<file path="src/rtl/mem_access_unit.sv">
// mem_access_unit
//   Serialises word/half/byte loads and stores onto an 8-bit byte memory,
//   one byte per cycle, little-endian. It returns a one-cycle completion
//   pulse carrying the sign- or zero-extended load data.
//
//   Optional build macro: MISALIGN_TRAP_EN
//     Defined   : a word with addr[1:0]!=0 or a half with addr[0]!=0 makes no
//                 memory access and completes at once with misalign_err=1.
//     Undefined : misalign_err is tied low and misaligned accesses are done
//                 bytewise with 6-bit address wrap.
//
// Ports
//   clk, rst          : clock; asynchronous active-low reset
//   req_valid/ready   : request handshake (ready only while idle)
//   req_write         : 1 store, 0 load
//   req_size          : 00 word, 01 half, 10 byte, 11 illegal
//   req_signed        : sign-extend load result
//   req_addr          : byte address of the lowest byte
//   req_wdata         : store data
//   resp_valid        : one-cycle completion pulse
//   resp_rdata        : extended load data (0 for stores/illegal)
//   misalign_err      : misaligned-access flag, valid with resp_valid
//   mem_read/mem_write: byte-memory strobes
//   mem_addr/wdata    : byte-memory address / write data
//   mem_rdata         : byte-memory combinational read data
module mem_access_unit (
  input  logic        clk,
  input  logic        rst,
  input  logic        req_valid,
  output logic        req_ready,
  input  logic        req_write,
  input  logic [1:0]  req_size,
  input  logic        req_signed,
  input  logic [5:0]  req_addr,
  input  logic [31:0] req_wdata,
  output logic        resp_valid,
  output logic [31:0] resp_rdata,
  output logic        misalign_err,
  output logic        mem_read,
  output logic        mem_write,
  output logic [5:0]  mem_addr,
  output logic [7:0]  mem_wdata,
  input  logic [7:0]  mem_rdata
);

  typedef enum logic [1:0] {IDLE, ACCESS, RESP} state_e;

  state_e      state_q, state_d;
  logic        write_q, write_d;
  logic [1:0]  size_q, size_d;
  logic        signed_q, signed_d;
  logic [5:0]  addr_q, addr_d;
  logic [31:0] wdata_q, wdata_d;
  logic [1:0]  idx_q, idx_d;
  logic [31:0] rdata_q, rdata_d;
  logic        trap;

`ifdef MISALIGN_TRAP_EN
  logic        misal_q, misal_d;
  logic        req_misal;
  assign req_misal = ((req_size == 2'b00) && (req_addr[1:0] != 2'b00)) ||
                     ((req_size == 2'b01) && req_addr[0]);
  assign trap = misal_q;
`else
  assign trap = 1'b0;
`endif

  // Index of the final byte of the current access.
  logic [1:0] last_idx;
  always_comb begin
    case (size_q)
      2'b00:   last_idx = 2'd3;
      2'b01:   last_idx = 2'd1;
      default: last_idx = 2'd0;
    endcase
  end

  always_comb begin
    state_d  = state_q;
    write_d  = write_q;
    size_d   = size_q;
    signed_d = signed_q;
    addr_d   = addr_q;
    wdata_d  = wdata_q;
    idx_d    = idx_q;
    rdata_d  = rdata_q;
`ifdef MISALIGN_TRAP_EN
    misal_d  = misal_q;
`endif
    case (state_q)
      IDLE: begin
        if (req_valid) begin
          write_d  = req_write;
          size_d   = req_size;
          signed_d = req_signed;
          addr_d   = req_addr;
          wdata_d  = req_wdata;
          idx_d    = 2'd0;
          rdata_d  = '0;
`ifdef MISALIGN_TRAP_EN
          misal_d  = req_misal;
          state_d  = (req_size == 2'b11 || req_misal) ? RESP : ACCESS;
`else
          state_d  = (req_size == 2'b11) ? RESP : ACCESS;
`endif
        end
      end
      ACCESS: begin
        if (!write_q) rdata_d[{idx_q, 3'b000} +: 8] = mem_rdata;
        if (idx_q == last_idx) state_d = RESP;
        else                   idx_d   = idx_q + 2'd1;
      end
      RESP:    state_d = IDLE;
      default: state_d = IDLE;
    endcase
  end

  always_ff @(posedge clk or negedge rst) begin
    if (!rst) begin
      state_q  <= IDLE;
      write_q  <= 1'b0;
      size_q   <= 2'b00;
      signed_q <= 1'b0;
      addr_q   <= '0;
      wdata_q  <= '0;
      idx_q    <= '0;
      rdata_q  <= '0;
`ifdef MISALIGN_TRAP_EN
      misal_q  <= 1'b0;
`endif
    end else begin
      state_q  <= state_d;
      write_q  <= write_d;
      size_q   <= size_d;
      signed_q <= signed_d;
      addr_q   <= addr_d;
      wdata_q  <= wdata_d;
      idx_q    <= idx_d;
      rdata_q  <= rdata_d;
`ifdef MISALIGN_TRAP_EN
      misal_q  <= misal_d;
`endif
    end
  end

  // Outputs decode purely from registered state, so reset forces them
  // low immediately, including abandoning a store mid-flight.
  logic in_access;
  assign in_access  = (state_q == ACCESS);
  assign req_ready  = (state_q == IDLE);
  assign resp_valid = (state_q == RESP);
  assign mem_read   = in_access & ~write_q;
  assign mem_write  = in_access & write_q;
  assign mem_addr   = in_access ? (addr_q + {4'b0000, idx_q}) : 6'd0;
  assign mem_wdata  = in_access ? wdata_q[{idx_q, 3'b000} +: 8] : 8'd0;

`ifdef MISALIGN_TRAP_EN
  assign misalign_err = resp_valid & trap;
`else
  assign misalign_err = 1'b0;
`endif

  always_comb begin
    resp_rdata = '0;
    if (resp_valid && !write_q && !trap) begin
      case (size_q)
        2'b00:   resp_rdata = rdata_q;
        2'b01:   resp_rdata = {{16{signed_q & rdata_q[15]}}, rdata_q[15:0]};
        2'b10:   resp_rdata = {{24{signed_q & rdata_q[7]}}, rdata_q[7:0]};
        default: resp_rdata = '0;
      endcase
    end
  end

endmodule

</file>
<file path="config.mk">
export PLATFORM = sky130hd
export DESIGN_NAME = mem_access_unit
export DESIGN_NICKNAME = d
export VERILOG_FILES = /design/src/rtl/mem_access_unit.sv
export SDC_FILE = /design/constraint.sdc
export NUM_CORES = 1
export LEC_CHECK = 0
export BUFFER_PORTS_ARGS = -buffer_cell sky130_fd_sc_hd__clkbuf_2
export CORE_ASPECT_RATIO = 2
export CORE_UTILIZATION = 48
export DETAILED_ROUTE_END_ITERATION = 8
export PLACE_DENSITY = 0.86
export SLEW_MARGIN = 0
export SYNTH_ARGS = -nofsm -noshare
export SYNTH_HDL_FRONTEND = slang
export SYNTH_SLANG_ARGS = --single-unit
export TNS_END_PERCENT = 20
</file>
<file path="constraint.sdc">
create_clock -name clk -period 2.45 [get_ports clk]
set_clock_uncertainty 0.15 [all_clocks]
set_input_delay 0.735 -clock clk [delete_from_list [all_inputs] [get_ports clk]]
set_output_delay 0.735 -clock clk [all_outputs]
set_load 0.005 [all_outputs]
</file>
==> flow_summary.json, run 1 <==
{
  "outcome": "finished, violations left",
  "violations": "negative setup slack",
  "setup_viol": 37,
  "slowest_delay_ps": 450,
  "max_clock_freq_ghz": 0.384,
  "h-tree-depth": 3,
  "ys_async_sr_fraction": 1.00,
  "use_met2": 0.441,
  "crit_slowest_cell": "dfrtp_2",
  "drt_iter0_markers": 186,
  "fin_cells": 590,
  "antenna-diode-count": 0,
  "synth_largest_area_cell": "dfrtp_1",
  "comb_power_share": 0.430,
  "synthAdderAreaFrac": 0.0255,
  "cts.clk_slew.worst_paths_ps": 70,
  "required_ps": 1560,
  "synth_common_cells": "78 x dfrtp_1, 65 x mux2_2, 35 x nand2_1, 28 x a21oi_1, 19 x and2_1",
  "finalMaxSlewViolations": 0,
  "cp.arrival_ps": 1720,
  "grt_util_met3": 0.0524,
  "syn-mean-instance-area_sq_um": 11.4,
  "synth_top_area_share": 0.462,
  "synthTopCellsByArea": "dfrtp_1 46%, mux2_2 17%, mux4_2 4.3%",
  "p_int_mw": 4.18,
  "routed-via-count": 3371,
  "numPortBuffers": 102,
  "p_leak_nw": 2.54,
  "core-area_sq_um": 8590,
  "crit_start": "idx_q[0]",
  "yosysSeqAreaShare": 0.462,
  "hold_violations": 0,
  "viasPerCell": 5.71,
  "cts.path.max_buffers": 2,
  "synth_top_family_by_area": "multiplexers",
  "power_mw": 6.27,
  "synth_ff_type": "dfrtp_1",
  "clock_sinks": 78,
  "cp-start-kind": "flop",
  "synth-simple-area-share": 0.181,
  "ant_nets": 0,
  "hold_slack_ps": 159,
  "crit_fanout": 3,
  "areaGrowthSynthToFinish_pct": 30.1,
  "grt_setup_unrepaired": "yes",
  "power_density_nw_per_um2": 1140,
  "place_inst": 567,
  "syn-cell-area_sq_um": 4220,
  "worstPathCellList": "ha_4 -> fa_2 -> nand3_2 -> xor2_1 -> nor2_1 -> clkbuf_2",
  "grt_pass1_wl_um": 17100,
  "wl_per_cell_um": 18.2,
  "grt_pass1_vias": 3590,
  "overflow": 0,
  "reg2reg_from": "idx_q[0]",
  "tritoncts": "built",
  "fill_cells": 647,
  "placementRows": 48,
  "fin_crit_sh": 1.06,
  "synth_most_common_cell": "dfrtp_1",
  "root_buffer": "clkbuf_16",
  "ys_ff_latch": 78,
  "drive_above_1_share": 0.535,
  "gr-usage-met1": 0.265,
  "yosys_warnings": 0,
  "switchingPower_mw": 2.09,
  "fin_crit_ps": 2610,
  "ctsHoldBuffers": 0,
  "hold_path.class": "input pin to asynchronous set/reset pin",
  "die_h_um": 135,
  "dr.pass1.iters": 6,
  "syn_inst": 369,
  "ys_types": 46,
  "power.clock.fraction": 0.244,
  "synth_compound_area_frac": 0.0697,
  "grt_max_degree": 36,
  "p_sw_frac": 0.333,
  "io_pins": 104,
  "muxShareOfSynthArea": 0.216,
  "rr_worst_depth": 8,
  "grt_usage": 0.253,
  "routed_wl_um": 10700,
  "ff2ff_setup_slack_ps": 80,
  "routabilityCongestion": 0.863,
  "dieArea_sq_um": 9200,
  "insertion_delay_ps": 340,
  "ir_worst_vdd_mv": 0.891,
  "nNetsFinal": 546,
  "cap_violations": 0,
  "cts_buffers": 9,
  "end_kind": "output port",
  "antenna_found_initial": 0,
  "timing.rr.end": "rdata_q[20]",
  "drc": 0,
  "die_x_um": 68.3,
  "synth_xor_area_frac": 0.00622,
  "dpl.hpwl_um": 7740,
  "grt-busiest-layer": "met2",
  "pwr-share-seq": 0.326,
  "worst_slack_ps": -155,
  "path_class": "flop to output port",
  "start_util": 0.492,
  "synth_edf_count": 0,
  "syn-num-nets": 430
}
-- metrics by stage --
step,area (sq um),setup WS (ps),setup TNS (ps),utilization
2_1_floorplan,4220,66.1,0,-
3_3_place_gp,4940,125,0,0.575
6_report,5490,-155,-3960,0.640
4_1_cts,5390,-181,-5110,0.627
5_1_grt,5490,-248,-6470,0.640
3_5_place_dp,4940,111,0,0.575
-- sequential cells by signal, summed over array words and instances (netlist names) --
signal    cells
state_q       2
signed_q      1
write_q       1
idx_q         2
wdata_q      32
size_q        2
rdata_q      32
addr_q        6
-- final cells by class --
class	instances	area (sq um)	share of cell area
Multi-Input combinational cell	260	2210	0.403
Sequential cell	78	1950	0.355
Timing Repair Buffer	132	838	0.153
Clock buffer	9	225	0.0410
Tap cell	100	125	0.0228
Clock inverter	7	123	0.0223
Inverter	4	15.0	0.00273
-- worst max-delay path, delay by kind of cell, from the launching register on --
kind                     cells  cell delay [ps]
adder cells (fa/ha/maj)      2              530
buffers and inverters        1              120
XOR/XNOR                     1              150
flip-flops                   1              450
AND/OR/NAND/NOR              2              130
-- how the worst max path moves through the flow --
stage / end / slack [ps]
after detailed placement: mem_addr[4] / 110
after global routing: mem_addr[4] / -250
after CTS: mem_addr[1] / -180
after floorplan: rdata_q[16] / 70
final: mem_addr[4] / -160
after global placement: mem_addr[4] / 130
-- repair_timing --
item | in CTS | in global routing
endpoints found under the setup margin | 45 | 66
cloned | 1 | 0
pin swaps | 4 | 0
setup buffers | 5 | 1
resized for setup | 8 | 28
-- placed cells by master, fill, tap and decap left out, types with 9 or more instances in the layout --
cell / n
dfrtp_1: 77
nand2b_1: 12
mux2_2: 65
clkbuf_16: 9
clkbuf_2: 95
and2_1: 13
a21oi_1: 21
nand2_1: 35
nor3b_1: 9
buf_4: 21
-- cells by family (layout without fill, tap and decap cells) --
| kind of cell | Yosys count | count (layout) |
|---|---|---|
| xor+xnor | 3 | 3 |
| fa+ha+maj | 8 | 8 |
| buf+inv | 31 | 152 |
| flops | 78 | 78 |
| other cells | 1 | 1 |
| simple gates | 127 | 127 |
| mux | 73 | 73 |
| compound gates | 48 | 48 |
-- layer usage --
layer,share of wire,vias up
met2,0.57,126
met1,0.34,1670
met4,0.045,0
li1,-,1542
met5,0,-
met3,0.048,33
-- power groups by stage --
stage	Clock, mW	Sequential (mW)	Combinational [mW]
2_1_floorplan	0	1.95	1.70
3_3_place_gp	0	1.99	2.31
3_5_place_dp	0	2.04	2.40
4_1_cts	1.56	2.03	2.56
5_1_grt	1.61	2.10	2.91
6_report	1.53	2.04	2.69
Note: power is estimated with default switching activity, not from simulation.
==> run 2, diff against run 1 <==
--- a/config.mk
+++ b/config.mk
@@ -10,6 +10,7 @@
 export CORE_UTILIZATION = 48
 export DETAILED_ROUTE_END_ITERATION = 8
 export PLACE_DENSITY = 0.86
+export SETUP_SLACK_MARGIN = 0.5
 export SLEW_MARGIN = 0
 export SYNTH_ARGS = -nofsm -noshare
 export SYNTH_HDL_FRONTEND = slang
==> run 2 against run 1 <==
The run still ends with negative setup slack left. Flip-flop and latch count unchanged. Global-route usage up 0.57 points. Combinational power fell by 2%. Clock-buffer cell count increased by 1. Non-clock buffer count down 5. Sequential power increased by 2%. Largest cell class unchanged.
==> flow_summary.json, run 2 (synthesized netlist as in run 1, its figures left out) <==
{
  "ir_worst_vdd_mv": 0.790,
  "tns_ps": -2520,
  "cap_violations": 0,
  "tritoncts": "built",
  "crit_start": "idx_q[0]",
  "core-area_sq_um": 8590,
  "cp-endpoint": "mem_addr[4]",
  "dieArea_sq_um": 9200,
  "required_ps": 1560,
  "max_clock_freq_ghz": 0.386,
  "start_util": 0.492,
  "rr_worst_depth": 7,
  "p_leak_nw": 2.54,
  "routed_wl_um": 10800,
  "fin_crit_sh": 1.06,
  "grt_pass1_vias": 3556,
  "clock_sinks": 78,
  "end_kind": "output port",
  "cts_buffers": 9,
  "overflow": 0,
  "crit_slowest_cell": "dfrtp_2",
  "die_x_um": 68.3,
  "wl_per_cell_um": 18.4,
  "slowest_delay_ps": 440,
  "ant_nets": 0,
  "root_buffer": "clkbuf_16",
  "setup_viol": 42,
  "path_class": "flop to output port",
  "insertion_delay_ps": 340,
  "worst_slack_ps": -138,
  "reg.largest.list": "rdata_q (32), wdata_q (32), addr_q (6)",
  "nNetsFinal": 542,
  "drt_iter0_markers": 142,
  "routabilityCongestion": 0.825,
  "fin_cells": 586,
  "cts.clk_slew.worst_paths_ps": 60,
  "timing.rr.end": "rdata_q[15]",
  "h-tree-depth": 3,
  "worstPathCellList": "ha_4 -> fa_2 -> nand3_2 -> xor2_1 -> nor2_1 -> clkbuf_2",
  "critPathBufInv": 1,
  "crit_family": "adder cells",
  "hold_violations": 0,
  "numPortBuffers": 102,
  "ff2ff_setup_slack_ps": 150,
  "grt_usage": 0.259,
  "crit_fanout": 2,
  "die_h_um": 135,
  "antenna-diode-count": 0,
  "io_pins": 104,
  "cts.path.max_buffers": 2,
  "drc": 0,
  "utilization": 0.649,
  "crit_cells": 6,
  "finalMaxSlewViolations": 0,
  "cp-start-kind": "flop",
  "routed-via-count": 3330,
  "grt_setup_unrepaired": "yes",
  "final_common_cell": "clkbuf_2",
  "layout_common_cells": "83 x clkbuf_2, 74 x dfrtp_1, 57 x mux2_2, 35 x nand2_1, 21 x a21oi_2",
  "cp.arrival_ps": 1700,
  "dr.pass1.iters": 4,
  "grt_max_degree": 79,
  "violations": "negative setup slack",
  "outcome": "finished, violations left",
  "antenna_found_initial": 0,
  "dpl.hpwl_um": 7560,
  "viasPerCell": 5.68,
  "hold_path.class": "input pin to asynchronous set/reset pin",
  "areaGrowthSynthToFinish_pct": 32.0,
  "grt_pass1_wl_um": 17200,
  "place_inst": 563,
  "placementRows": 48,
  "power_density_nw_per_um2": 1110,
  "fin_crit_ps": 2590,
  "reg2reg_from": "idx_q[0]",
  "drive_above_1_share": 0.576
}
## run 2: cell types whose count changed in the layout (fill, tap and decap cells not counted), moves of 3 or more
cell	change
buf_6	-3
clkbuf_2	-12
a21oi_1	-16
and2_1	+4
mux2_2	-8
a21oi_2	+14
buf_2	+13
mux2_4	+8
dfrtp_1	-3
dfrtp_2	+3
and2_4	-4
buf_4	-3
## run 2: worst reg2reg max path: stages (launching register included)
cell and delay [ps]:
dfrtp_2 410, buf_12 160, buf_4 240, inv_4 70, ha_1 330, nand3b_2 320, nor3_1 360, mux2_2 200
## run 2: final cells by class
| type | count | area (sq um) |
|---|---|---|
| fillers | 645 | 3020 |
| multi-input cells | 261 | 2360 |
| flip-flops and latches | 78 | 1960 |
| repair buffers | 127 | 782 |
| clock buffers | 10 | 239 |
| well taps | 100 | 125 |
| clock inverters | 6 | 92.6 |
| inverters | 4 | 17.5 |
## run 2: worst min path at each step
stage / start / end / cells after the start / slack (ps)
after floorplan: rst / addr_q[0] / 0 / 290
after global placement: wdata_q[29] / wdata_q[29] / 1 / 340
after detailed placement: wdata_q[19] / wdata_q[19] / 1 / 340
after CTS: rst / wdata_q[16] / 2 / 280
after global routing: rst / wdata_q[24] / 2 / 290
final: rst / wdata_q[16] / 2 / 250
## run 2: report_power, final
| part | switching, mW | internal [mW] | leakage, nW | total [mW] |
|---|---|---|---|---|
| clock network | 0.541 | 0.927 | 0.156 | 1.47 |
| logic | 1.25 | 1.38 | 1.40 | 2.63 |
| registers | 0.341 | 1.74 | 0.985 | 2.08 |
| total | 2.13 | 4.05 | 2.54 | 6.18 |
## run 2: layer usage
layer  GRT usage  wire [um]
met4       0.139        457
met1       0.263       3680
met3      0.0524        445
met5           0          0
met2       0.467       6220
## run 2: what timing repair did
action,in CTS,in global routing
setup buffers,5,0
pin swaps,9,6
gates resized for setup,28,22
endpoints found under the setup margin,82,83
hold buffers,0,0
cloned,2,0
## run 2: stage by stage
step | power (mW) | worst slack [ps] | hold WS [ps] | instance area [sq um]
CTS | 6.19 | -184 | 281 | 5550
finish | 6.18 | -138 | 251 | 5570
floorplan | 3.79 | 281 | 289 | 4420
global route | 6.53 | -209 | 285 | 5570
detailed placement | 4.49 | 88.2 | 341 | 5040
global placement | 4.37 | 174 | 335 | 5040
